==> src/rtl/demux_collector_pkg.sv <==
// demux_collector_pkg: shared types and constants for the demux collector.
//   state_t   : collector FSM states (COLLECT gathers lanes, HOLD presents word)
//   LANES     : number of lanes / width of the assembled word
//   SEL_W     : width of the lane select
//   FULL_MASK : fill mask value meaning every lane has been written
package demux_collector_pkg;

  typedef enum logic {
    COLLECT = 1'b0,
    HOLD    = 1'b1
  } state_t;

  localparam int LANES = 4;
  localparam int SEL_W = 2;
  localparam logic [LANES-1:0] FULL_MASK = 4'b1111;

endpackage

==> src/rtl/demux_sel_decode.sv <==
// demux_sel_decode: 2-to-4 one-hot decoder with enable.
//   en     in  1 : decode enable; all outputs low when 0
//   sel    in  2 : lane index
//   onehot out 4 : per-lane write enable, bit n high when en and sel==n
module demux_sel_decode
  import demux_collector_pkg::*;
(
  input  logic             en,
  input  logic [SEL_W-1:0] sel,
  output logic [LANES-1:0] onehot
);

  // Lane select to one-hot write enable.
  always_comb begin
    onehot = 4'b0000;
    if (en) begin
      case (sel)
        2'd0:    onehot = 4'b0001;
        2'd1:    onehot = 4'b0010;
        2'd2:    onehot = 4'b0100;
        2'd3:    onehot = 4'b1000;
        default: onehot = 4'b0000;
      endcase
    end else begin
      onehot = 4'b0000;
    end
  end

endmodule

==> src/rtl/demux_collector.sv <==
// demux_collector: steers one strobed data bit per cycle into one of four
// lanes and presents the assembled 4-bit word with a valid/ack handshake.
//   CLEAR_ON_ACK  param : 1 clears word on acknowledge, 0 keeps last value
//   clk           in  1 : clock, rising edge
//   rst_n         in  1 : asynchronous active-low reset
//   din           in  1 : data bit to steer
//   sel           in  2 : destination lane
//   flag          in  1 : write strobe
//   word_ack      in  1 : consumer acknowledge
//   word          out 4 : assembled word, bit n = lane n
//   word_valid    out 1 : all lanes filled, word held
//   fill_mask     out 4 : lanes written since last acknowledge
//   err           out 1 : sticky protocol error
// Optional feature macro DEMUX_COLLECTOR_ERR_EN: when defined, err flags
// writes to already-filled lanes and writes dropped in HOLD; otherwise err
// is tied low.
module demux_collector
  import demux_collector_pkg::*;
#(
  parameter bit CLEAR_ON_ACK = 1'b1
) (
  input  logic             clk,
  input  logic             rst_n,
  input  logic             din,
  input  logic [SEL_W-1:0] sel,
  input  logic             flag,
  input  logic             word_ack,
  output logic [LANES-1:0] word,
  output logic             word_valid,
  output logic [LANES-1:0] fill_mask,
  output logic             err
);

  state_t           state_r, state_nxt_s;
  logic [LANES-1:0] word_r, word_nxt_s;
  logic [LANES-1:0] mask_r, mask_nxt_s;
  logic             valid_r, valid_nxt_s;
  logic [LANES-1:0] we_s;

  demux_sel_decode u_decode (
    .en     (flag && (state_r == COLLECT)),
    .sel    (sel),
    .onehot (we_s)
  );

  // State and datapath registers.
  always_ff @(posedge clk or negedge rst_n) begin
    if (!rst_n) begin
      state_r <= COLLECT;
      word_r  <= 4'b0000;
      mask_r  <= 4'b0000;
      valid_r <= 1'b0;
    end else begin
      state_r <= state_nxt_s;
      word_r  <= word_nxt_s;
      mask_r  <= mask_nxt_s;
      valid_r <= valid_nxt_s;
    end
  end

  // Next-state and next-datapath logic; enables are already gated to COLLECT.
  always_comb begin
    state_nxt_s = state_r;
    word_nxt_s  = word_r;
    mask_nxt_s  = mask_r;
    valid_nxt_s = valid_r;
    case (state_r)
      COLLECT: begin
        word_nxt_s = (word_r & ~we_s) | ({LANES{din}} & we_s);
        mask_nxt_s = mask_r | we_s;
        // COLLECT never holds a full mask, so reaching it implies a write now.
        if (mask_nxt_s == FULL_MASK) begin
          state_nxt_s = HOLD;
          valid_nxt_s = 1'b1;
        end else begin
          state_nxt_s = COLLECT;
          valid_nxt_s = 1'b0;
        end
      end
      HOLD: begin
        if (word_ack) begin
          state_nxt_s = COLLECT;
          valid_nxt_s = 1'b0;
          mask_nxt_s  = 4'b0000;
          if (CLEAR_ON_ACK) begin
            word_nxt_s = 4'b0000;
          end else begin
            word_nxt_s = word_r;
          end
        end else begin
          state_nxt_s = HOLD;
          valid_nxt_s = 1'b1;
        end
      end
      default: begin
        state_nxt_s = COLLECT;
        word_nxt_s  = 4'b0000;
        mask_nxt_s  = 4'b0000;
        valid_nxt_s = 1'b0;
      end
    endcase
  end

`ifdef DEMUX_COLLECTOR_ERR_EN
  logic err_r, err_nxt_s;

  // Sticky error: overwrite of a filled lane, or any write arriving in HOLD.
  always_comb begin
    err_nxt_s = err_r;
    if (((we_s & mask_r) != 4'b0000) || (flag && (state_r == HOLD))) begin
      err_nxt_s = 1'b1;
    end else begin
      err_nxt_s = err_r;
    end
  end

  // Error register, cleared only by reset.
  always_ff @(posedge clk or negedge rst_n) begin
    if (!rst_n) begin
      err_r <= 1'b0;
    end else begin
      err_r <= err_nxt_s;
    end
  end

  assign err = err_r;
`else
  assign err = 1'b0;
`endif

  assign word       = word_r;
  assign fill_mask  = mask_r;
  assign word_valid = valid_r;

endmodule

==> config.mk <==
export PLATFORM = sky130hd
export DESIGN_NAME = demux_collector
export DESIGN_NICKNAME = d
export VERILOG_FILES = /design/src/rtl/demux_collector_pkg.sv /design/src/rtl/demux_sel_decode.sv /design/src/rtl/demux_collector.sv
export SDC_FILE = /design/constraint.sdc
export NUM_CORES = 1
export LEC_CHECK = 0
export CAP_MARGIN = 15
export CORE_AREA = 2 2 39 41
export CTS_CLUSTER_SIZE = 25
export DETAILED_ROUTE_END_ITERATION = 16
export DIE_AREA = 0 0 41 43
export GPL_ROUTABILITY_DRIVEN = 0
export PLACE_DENSITY_LB_ADDON = 0.25
export SKIP_CTS_REPAIR_TIMING = 1
export SLEW_MARGIN = 20
export SYNTH_ARGS = -nofsm -noshare
export SYNTH_HDL_FRONTEND = slang
export SYNTH_SLANG_ARGS = --single-unit
==> constraint.sdc <==
create_clock -name clk -period 0.9 [get_ports clk]
set_input_delay 0.225 -clock clk [delete_from_list [all_inputs] [get_ports clk]]
set_output_delay 0.225 -clock clk [all_outputs]
set_load 0.005 [all_outputs]
Word level (Yosys, flattened, before mapping) --
Index checks and enable logic that the tools add are counted.
Storage, ports and cells: register bits 9, bits in latches 0, RAM bits 0, memory bits (read-only) 0, bits of input ports 7, output and inout bits 10, logic and storage cells 24, memories kept 0
Cells by class: $add $sub $neg 0, multipliers 0, div/mod/pow operators 0, $lt $le $gt $ge 0, equal/unequal tests 5, shifts and indexed selects 0, muxes and demuxes 8, bitwise gates (word level) 6, reductions and logical operators 2
Operator list (count):
- case mux 4 bit (2 select lines) | 2
- case mux 4 bit (4 select lines) | 1
- AND 4 bit | 2
- two-way mux 4 bit | 2
- bitwise OR 4 bit | 2
- == test 2 bit (second input constant) | 2
- == test 4 bit (second input constant) | 1
- inverter 4 bit | 1
- == test 2 x 1 -> 1 bit (second input constant) | 1
- zero test 2 bit | 1
- two-way mux 1 bit | 2
- != test 2 bit (second input constant) | 1
- case mux 1 bit (2 select lines) | 1
- logical AND 1 bit | 1
- inverter 1 bit | 1

Depth between registers and ports, before layout --
depth in word-level cells 7, gate-level depth with buffers 4, depth with buffers taken out 3

Hierarchy --
A second synthesis with hierarchy kept.
Second synthesis, totals: cells, all modules 43, area total of the unflattened synthesis 461.7 um^2
By module, submodules not included:
- demux_collector | instances 1, cells an instance 39, area an instance 424.2 um^2, sequential area each 225.2 um^2
- demux_sel_decode | instances 1, cells an instance 4, area an instance 37.5 um^2, sequential area each 0.0 um^2

Least setup slack after synthesis --
No wires, ideal clock.
path type reg-to-reg, start point reg, netlist name word_valid, end point reg valid_r, in the netlist word_valid, library setup time 0.086 ns, arrival 0.908 ns, data required time 0.814 ns, path slack -0.094 ns, cell stages (with the launch flop) 5, buffers on the path 1, period minus slack after synthesis 0.994 ns, cells stage by stage dfrtp_1 > buf_2 > inv_1 > o211ai_1 > a32oi_1
RTL lines:
- end signal, assigned | line demux_collector.sv:57 | valid_r <= valid_nxt_s;
- end, declared | line demux_collector.sv:37 | logic valid_r, valid_nxt_s;

Final worst setup path --
start point reg word_r[3], in the netlist word[3], end point out word[3]
RTL lines:
- start, declared | line demux_collector.sv:35 | logic [LANES-1:0] word_r, word_nxt_s;
- start signal, assigned | line demux_collector.sv:55 | word_r <= word_nxt_s;
- end, declared | line demux_collector.sv:28 | output logic [LANES-1:0] word,
No word-level cell between the ends.

==> results.ini <==
[run_status]
status=complete, but fails checks
violations=negative setup slack

[die]
start_util=0.3264
core_um2=1384
fp.dieW_um=41
design.die.area_um2=1763
std_cell_rows=14
die_h_um=43
boundaryPins=17

[job]
maxCapViolCount=0

[timing]
setup_slack_ns=-0.09591
maxSlewViolCount=0
clock.fmax_mhz=1004
finClkSkew_ns=0.0006220
fin_crit_ns=0.9959
rsz0062_at_grt=yes
worst_hold_slack_ns=0.2442
finalHoldViolCount=0
setup_viol=11
min_period_over_period=1.107
fin_tns_setup_ns=-0.8134

[power]
p_switching_mw=0.8030
ir_drop_uv=1327
clock_power_share=0.141
power_density_nw_per_um2=2963
netSwitchingFraction=0.3592
p_leak_nw=0.3961
seqPwrFrac=0.309
comb_power_share=0.549
internal_power_mw=1.433

[clocking]
htreeDepth=1
clockBufferDepth=2
ctsRootBufferMaster=clkbuf_4
cts_tree=yes
clock_latency_ns=0.26
numCtsBuffers=3
clkSinkCount=9
clk_pin_slew_worst_paths_ns=0.06

[worst_setup_path]
path_buf_inv=1
crit_path_start_kind=register
critPathKind=reg2out
critical_path_depth=1
cpMaxStageDelayCell=dfrtp_1
worstPathCellList=clkbuf_2
critPathArrivalTime_ns=0.77
path_max_fanout=3
crit_family=flip-flops
max_stage_delay_ns=0.40
ff2ff_path_depth=4
crit_path_end_kind=output pin
cp.required_ns=0.67

[global_route]
grt_max_degree=10
antenna_found_initial=0
grt_pass1_wl_um=1725
track_usage=0.1431
grt_pass1_vias=416
gr-total-overflow=0

[route]
wl_met3_um=37
ant_nets=0
wl_um=1152
remaining_drc_errors=0
post_drt_wl_per_cell_um=12.66
met2_length_um=604
vias=457
wl_met1_um=494
top_layer=met4
drt_iter0_drc=2
drt_pass1_iterations=4
viasPerCell=5.022

[synthesis]
synthFlopType=dfrtp_1
synthDistinctLibCells=21
synth_area_um2=451.7
synth-seq-cells=9
postSynthCellCount=46
synth_edf_count=0
synth_area_per_cell_um2=9.819
ys_seq_area_frac=0.4986
async_flop_share=1.000
syn-num-nets=53
ys_warn_count=0

[placement]
place_hpwl_um=811.6
io_buffers=15
dp_slack_ns=-0.5195
place_inst=86

[layout]
post_route_cells_drive_above_1_share=0.4800
seqCellArea_um2=225.2
multi_input_area_um2=241.5
nNetsFinal=83
instances_no_fill=91
antenna_cells=0
fillers=135
area_growth_syn_to_layout_pct=67.04

[worst_hold_path]
hp-class=in2async

[layout make-up]
class	instances	area share
well taps	16	0.02653
flip-flops and latches	9	0.2985
multi-input cells	29	0.3201
clock buffers	4	0.03483
repair buffers	27	0.2869
inverters	6	0.03317
[cell usage after synthesis, types with 2 or more instances]
cell type / n / area share
dfrtp_1: 9 / 0.50
inv_1: 6 / 0.050
o22ai_1: 5 / 0.069
o21ai_0: 4 / 0.044
mux2i_1: 3 / 0.066
nand2_1: 2 / 0.017
nor2_1: 2 / 0.017
o21ai_1: 2 / 0.022
[layout by cell type (no fill, tap or decap), types with 2 or more instances in the layout]
master           count
o22ai_1              2
buf_4                9
mux2i_1              2
o22ai_2              3
clkbuf_4             3
clkbuf_2             9
o21ai_1              3
clkdlybuf4s50_1      2
buf_6                3
dlymetal6s2s_1       4
inv_1                5
o21ai_0              2
dfrtp_1              9
[cell families after synthesis]
kind of cell	Yosys count	synth area share
AOI/OAI and AO/OA	15	0.2050
buffers and inverters	8	0.07755
DFF	9	0.4986
muxes	3	0.06648
other	1	0.008302
and+or+nand+nor	10	0.1441
[layer usage]
layer	global-route usage	vias up
met5	0	-
met4	0.08000	0
met3	0.01571	2
met2	0.2000	8
met1	0.2067	222
li1	-	225
[power groups by stage]
stage / registers (mW) / logic [mW] / clock network [mW]
2_1_floorplan: 0.756 / 0.410 / 0
3_3_place_gp: 0.686 / 1.18 / 0
4_1_cts: 0.683 / 1.19 / 0.309
6_report: 0.692 / 1.23 / 0.316
5_1_grt: 0.718 / 1.35 / 0.343
3_5_place_dp: 0.693 / 1.18 / 0
[metrics by stage]
step                instance area (um2)  power [mW]    util
floorplan                         460.4       1.166       -
global placement                  694.4       1.863  0.5018
detailed placement                694.4       1.870  0.5018
CTS                               720.7       2.178  0.5208
global route                      754.5       2.407  0.5452
finish                            754.5       2.236  0.5452
[state kept, by name, indices dropped and copies added, names as in the netlist]
| name | cells |
|---|---|
| fill_mask | 4 |
| word | 4 |
| word_valid | 1 |
[final timing paths]
| check | to | slack, ns | from |
|---|---|---|---|
| max reg2reg | word[2] | -0.06 | word_valid |
| min | fill_mask[0] | 0.24 | rst_n |
| min in group clk | word[2] | 0.38 | din |
| max | word[3] | -0.1 | word[3] |
| max in group asynchronous | word[0] | 0.52 | rst_n |
| min reg2reg | word[2] | 0.51 | word[2] |
(Power assumes the default switching activity.)
